--- src/rtl/seq_shift_right_if.sv ---
// Operand/result bundle for the multi-cycle shifter.
// Optional SEQ_SHIFT_LEFT_EN adds the `left` direction select.
interface seq_shift_right_if #(
  parameter int unsigned WIDTH   = 32,
  parameter int unsigned SHAMT_W = 5
);
  logic               start;
  logic [WIDTH-1:0]   in;
  logic [SHAMT_W-1:0] shamt;
  logic               arith;
`ifdef SEQ_SHIFT_LEFT_EN
  logic               left;
`endif
  logic [WIDTH-1:0]   out;
  logic               busy;
  logic               done;

`ifdef SEQ_SHIFT_LEFT_EN
  modport master (output start, in, shamt, arith, left, input out, busy, done);
  modport slave  (input start, in, shamt, arith, left, output out, busy, done);
`else
  modport master (output start, in, shamt, arith, input out, busy, done);
  modport slave  (input start, in, shamt, arith, output out, busy, done);
`endif
endinterface

--- src/rtl/seq_shift_right.sv ---
// Multi-cycle shifter: one bit per clock, start/done handshake.
// Right shifts (SRL/SRLV/SRA/SRAV) always; logical left shifts (SLL/SLLV)
// are added when SEQ_SHIFT_LEFT_EN is defined.
module seq_shift_right #(
  parameter int unsigned WIDTH   = 32,
  parameter int unsigned SHAMT_W = 5
) (
  input logic             clk,
  input logic             rst,
  seq_shift_right_if.slave bus
);

  typedef enum logic [1:0] {StIdle, StShift, StDone} state_e;

  state_e             state_q, state_d;
  logic [WIDTH-1:0]   out_q, out_d;
  logic [SHAMT_W-1:0] count_q, count_d;
  logic               fill_mode_q, fill_mode_d;
  logic               busy_q, done_q;
  logic               fill;
`ifdef SEQ_SHIFT_LEFT_EN
  logic               left_q, left_d;
`endif

  // Sign bit is replicated only in arithmetic mode.
  assign fill = fill_mode_q & out_q[WIDTH-1];

  // Next-state: accept in IDLE/DONE, shift one bit per cycle in SHIFT.
  always_comb begin
    state_d     = state_q;
    out_d       = out_q;
    count_d     = count_q;
    fill_mode_d = fill_mode_q;
`ifdef SEQ_SHIFT_LEFT_EN
    left_d      = left_q;
`endif
    unique case (state_q)
      StIdle, StDone: begin
        if (bus.start) begin
          out_d       = bus.in;
          count_d     = bus.shamt;
          fill_mode_d = bus.arith;
`ifdef SEQ_SHIFT_LEFT_EN
          left_d      = bus.left;
`endif
          state_d     = (bus.shamt == '0) ? StDone : StShift;
        end else begin
          state_d = StIdle;
        end
      end
      StShift: begin
`ifdef SEQ_SHIFT_LEFT_EN
        if (left_q) begin
          out_d = {out_q[WIDTH-2:0], 1'b0};
        end else begin
          out_d = {fill, out_q[WIDTH-1:1]};
        end
`else
        out_d = {fill, out_q[WIDTH-1:1]};
`endif
        count_d = count_q - SHAMT_W'(1);
        if (count_q == SHAMT_W'(1)) begin
          state_d = StDone;
        end
      end
      default: state_d = StIdle;
    endcase
  end

  // State and datapath registers; busy/done registered from the next state.
  always_ff @(posedge clk or posedge rst) begin
    if (rst) begin
      state_q     <= StIdle;
      out_q       <= '0;
      count_q     <= '0;
      fill_mode_q <= 1'b0;
      busy_q      <= 1'b0;
      done_q      <= 1'b0;
`ifdef SEQ_SHIFT_LEFT_EN
      left_q      <= 1'b0;
`endif
    end else begin
      state_q     <= state_d;
      out_q       <= out_d;
      count_q     <= count_d;
      fill_mode_q <= fill_mode_d;
      busy_q      <= (state_d == StShift);
      done_q      <= (state_d == StDone);
`ifdef SEQ_SHIFT_LEFT_EN
      left_q      <= left_d;
`endif
    end
  end

  assign bus.out  = out_q;
  assign bus.busy = busy_q;
  assign bus.done = done_q;

endmodule

--- src/flat_wrapper.sv ---
// flat-port wrapper written by rule: the top's interface ports become plain ports
module seq_shift_right_flat 
#(
  parameter int unsigned WIDTH   = 32,
  parameter int unsigned SHAMT_W = 5
)
  (clk, rst, bus_start, bus_in, bus_shamt, bus_arith, bus_out, bus_busy, bus_done);
  seq_shift_right_if #(.WIDTH(WIDTH), .SHAMT_W(SHAMT_W)) bus_i ();
  input logic clk;
  input logic rst;
  input wire logic [$bits(bus_i.start)-1:0] bus_start;
  input wire logic [$bits(bus_i.in)-1:0] bus_in;
  input wire logic [$bits(bus_i.shamt)-1:0] bus_shamt;
  input wire logic [$bits(bus_i.arith)-1:0] bus_arith;
  output wire logic [$bits(bus_i.out)-1:0] bus_out;
  output wire logic [$bits(bus_i.busy)-1:0] bus_busy;
  output wire logic [$bits(bus_i.done)-1:0] bus_done;
  assign bus_i.start = bus_start;
  assign bus_i.in = bus_in;
  assign bus_i.shamt = bus_shamt;
  assign bus_i.arith = bus_arith;
  assign bus_out = bus_i.out;
  assign bus_busy = bus_i.busy;
  assign bus_done = bus_i.done;
  seq_shift_right #(.WIDTH(WIDTH), .SHAMT_W(SHAMT_W)) u_core (.clk(clk), .rst(rst), .bus(bus_i));
endmodule
--- config.mk ---
export PLATFORM = sky130hd
export DESIGN_NAME = seq_shift_right_flat
export DESIGN_NICKNAME = d
export VERILOG_FILES = /design/src/rtl/seq_shift_right_if.sv /design/src/rtl/seq_shift_right.sv /design/src/flat_wrapper.sv
export SDC_FILE = /design/constraint.sdc
export NUM_CORES = 1
export LEC_CHECK = 0
export BUFFER_PORTS_ARGS = -buffer_cell sky130_fd_sc_hd__buf_2
export CORE_ASPECT_RATIO = 0.75
export CORE_MARGIN = 4
export CORE_UTILIZATION = 30
export CTS_BUF_LIST = sky130_fd_sc_hd__clkbuf_8
export DETAILED_ROUTE_END_ITERATION = 16
export PLACE_DENSITY = 0.63
export SYNTH_ARGS = -nofsm -noshare
export SYNTH_HDL_FRONTEND = slang
export SYNTH_SLANG_ARGS = --single-unit
--- constraint.sdc ---
create_clock -name clk -period 3.8 [get_ports clk]
set_input_delay 0.57 -clock clk [delete_from_list [all_inputs] [get_ports clk]]
set_output_delay 0.57 -clock clk [all_outputs]
set_load 0.05 [all_outputs]
==> impl_metrics.csv <==
group,metric,value,unit
worst_setup_path,r2r_cells,3,
logic_synthesis,synthSimpleGateAreaFrac,24.32,%
sta,rsz0062_at_grt,"no",
global_route,grt_util_all_layers,12.84,%
sta,fin_crit,1.799,ns
placed_design,gp_congestion,0.7277,
logic_synthesis,syn_area,1966,um2
worst_setup_path,startpoint_type,"register",
finish,fin_util,39.15,%
routing,dr_total_vias,1788,
clocking,ctsRootBufferMaster,"clkbuf_8",
worst_setup_path,end_kind,"register",
clocking,postCtsHoldBufs,0,
sta,maxSlewViolCount,0,
logic_synthesis,synth_cell_types,29,
hold_path,min_path_type,"input pin to asynchronous set/reset pin",
worst_setup_path,arrival,1.98,ns
global_route,grt_antenna_before_repair,0,
power,swShare,51.65,%
clocking,post-cts-setup-buffer-count,0,
sta,fmax,555.9,MHz
logic_synthesis,syn_area_per_cell,8.854,um2
placed_design,dpl.hpwl,3.534,mm
routing,drt_wl_total,5.091,mm
global_route,grt_max_degree,51,
clocking,clock_latency,0.29,ns
flow_run,maxCapViolCount,0,
sta,fin_skew,0.006080,ns
routing,first_pass_iters,5,
power,powerDensity,1001,nW/um2
worst_setup_path,r2r-start,"u_core.state_q[0]",
power,ir_drop,0.0004807,V
finish,areaGrowthSynthToFinish,25.84,%
routing,wl_per_cell,13.80,um
logic_synthesis,synth_compound_area_share,14.45,%
floorplanning,fp.dieW,101.5,um
sta,setup_viol,0,
sta,max_slew.worst_pin.slew,0.9134,ns
logic_synthesis,synthMuxAreaShare,1.082,%
worst_setup_path,critPathKind,"register to register",
floorplanning,num_rows,25,
sta,hold_violations,0,
power,p_comb_share,53.7,%
clocking,cts_made_buffers,5,
routing,drtAntennaViolNets,0,
routing,via_per_inst,4.846,
clocking,cts_buffer_depth,2,
worst_setup_path,rr_endpoint,"u_core.count_q[0]",
finish,drive_gt1_share,30.90,%
sta,fin_crit_sh,47.34,%
power,power_frac_seq,32.3,%
power,power.switching,1279,uW
sta,max-slew-margin-rel,38.97,%
power,p_leak,0.001191,uW
logic_synthesis,synth_top_family_by_area,"simple AND/OR/NAND/NOR gates",
clocking,clk_pin_slew_worst_paths,0.09,ns
power,clkPwrFrac,14.1,%
routing,drc,0,
logic_synthesis,synth_fa_ha_area_share,1.273,%
global_route,grt_overflow,0,
floorplanning,die_area,7924,um2
routing,first_iter_violations,139,
worst_setup_path,crit_path_max_fanout,42,
logic_synthesis,synth_nets,265,
floorplanning,ios,75,
run_status,status,"finished, final reports clean",
floorplanning,die_h,78.10,um
finish,finalNonFillerCells,369,
placed_design,place_inst,361,
finish,nNetsFinal,330,
finish,diodes,0,
logic_synthesis,yosys_warnings,0,
worst_setup_path,critPathRequiredTime,3.98,ns
power,p_int,1198,uW
logic_synthesis,ys_ff_latch,42,
global_route,grt_pass1_vias,1695,
floorplanning,initial_core_util,31.11,%
worst_setup_path,reg2reg_slack,2.00,ns
logic_synthesis,synth-xor-area-share,0,%
clocking,cts_tree,"done",
clocking,cts.htree.levels,2,
clocking,cts_resized,0,
floorplanning,core_area,6319,um2
logic_synthesis,synth_cells,222,
placed_design,port_buffers,74,
sta,tns,0,ns
global_route,grt_pass1_wl,8.328,mm
clocking,clkSinkCount,42,
logic_synthesis,yosysSeqAreaShare,53.47,%
==> cell usage in the layout, fill, tap and decap left out, drive strengths merged, types with 3 or more instances in the layout <==
cell	instances
nor2	34
nor3	5
buf	76
a221o	3
a22o	3
a31oi	30
inv	5
clkbuf	5
nand2	64
dfrtp	42
==> final cells by class <==
cell class	count	area [um2]
clock buffer	5	68.82
multi-input combinational	159	818.3
timing repair buffer	76	385.4
inverter	3	11.26
tap	81	101.3
clock inverter	3	37.54
sequential	42	1051
fill	640	3845
==> worst max-delay path, cell delays in order (launching register included) <==
cell and delay [ns]:
dfrtp_1 0.45, nor2b_4 0.74, nor2_1 0.13, a221o_2 0.36
==> how the worst max path moves through the flow <==
stage                        endpoint         startpoint  cells past startpoint
floorplan             u_core.bus.busy                rst                      1
global placement    u_core.count_q[2]          bus_start                      4
detailed placement  u_core.count_q[2]          bus_start                      4
CTS                 u_core.count_q[0]  u_core.state_q[0]                      3
global route        u_core.count_q[2]  u_core.state_q[0]                      3
finish              u_core.count_q[0]  u_core.state_q[0]                      3
==> synth_stat cells <==
cell type / n / area (um2)
a22o_2: 1 / 10.01
nor2b_1: 2 / 12.51
clkbuf_1: 3 / 11.26
nor3b_1: 2 / 15.01
a22oi_1: 1 / 7.510
a221o_1: 2 / 20.02
buf_2: 12 / 60.06
mux2i_1: 1 / 10.01
mux2_1: 1 / 11.26
o22ai_1: 2 / 12.51
nor4b_1: 1 / 8.760
a22o_1: 2 / 17.52
and3_1: 2 / 12.51
nor3_1: 5 / 25.02
ha_1: 2 / 25.02
a221o_2: 1 / 11.26
nand3_1: 1 / 5.000
buf_6: 1 / 11.26
a31oi_1: 30 / 187.7
o32ai_1: 2 / 17.52
nand2b_1: 2 / 12.51
buf_4: 1 / 7.510
or4_4: 1 / 11.26
dfrtp_1: 42 / 1051
nor2_4: 1 / 11.26
nand2_1: 64 / 240.2
nor2_1: 33 / 123.9
clkbuf_2: 1 / 5.000
inv_1: 3 / 11.26
==> layer usage <==
metal	vias to the layer above	routed length [um]	global-route usage (%)
met5	-	0	0
met4	0	10	1.594
met3	3	426	4.440
met2	66	2151	18.86
met1	836	2503	18.69
li1	883	-	-
==> state kept, by name, summed over array words and instances (netlist names) <==
| signal | count |
|---|---|
| u_core.state_q | 2 |
| u_core.bus.busy | 1 |
| u_core.fill_mode_q | 1 |
| u_core.bus.out | 32 |
| u_core.count_q | 5 |
| u_core.bus.done | 1 |
==> power by group through the flow <==
stage | clock, uW | sequential, uW | combinational, uW
6_report | 348 | 799 | 1330
5_1_grt | 378 | 832 | 1450
4_1_cts | 355 | 801 | 1340
3_5_place_dp | 0 | 808 | 1340
3_3_place_gp | 0 | 805 | 1320
2_1_floorplan | 0 | 1310 | 545
==> per-stage QoR <==
step | instance area [um2] | power, uW | worst slack (ns) | hold WS (ns)
6_report | 2474 | 2477 | 2.001 | 0.4623
3_5_place_dp | 2367 | 2149 | 1.740 | 0.4647
2_1_floorplan | 1966 | 1856 | 2.256 | 0.4385
4_1_cts | 2474 | 2500 | 1.974 | 0.4797
3_3_place_gp | 2367 | 2125 | 1.762 | 0.4529
5_1_grt | 2474 | 2658 | 1.778 | 0.4998
==> cells by family (layout without fill, tap and decap cells) <==
kind of cell    after synthesis  in the layout
flops                        42             42
mux                           2              2
compound gates               41             41
buf+inv                      21             87
simple gates                114            114
fa+ha+maj                     2              2
No activity file was read; power rests on OpenSTA's default activity.
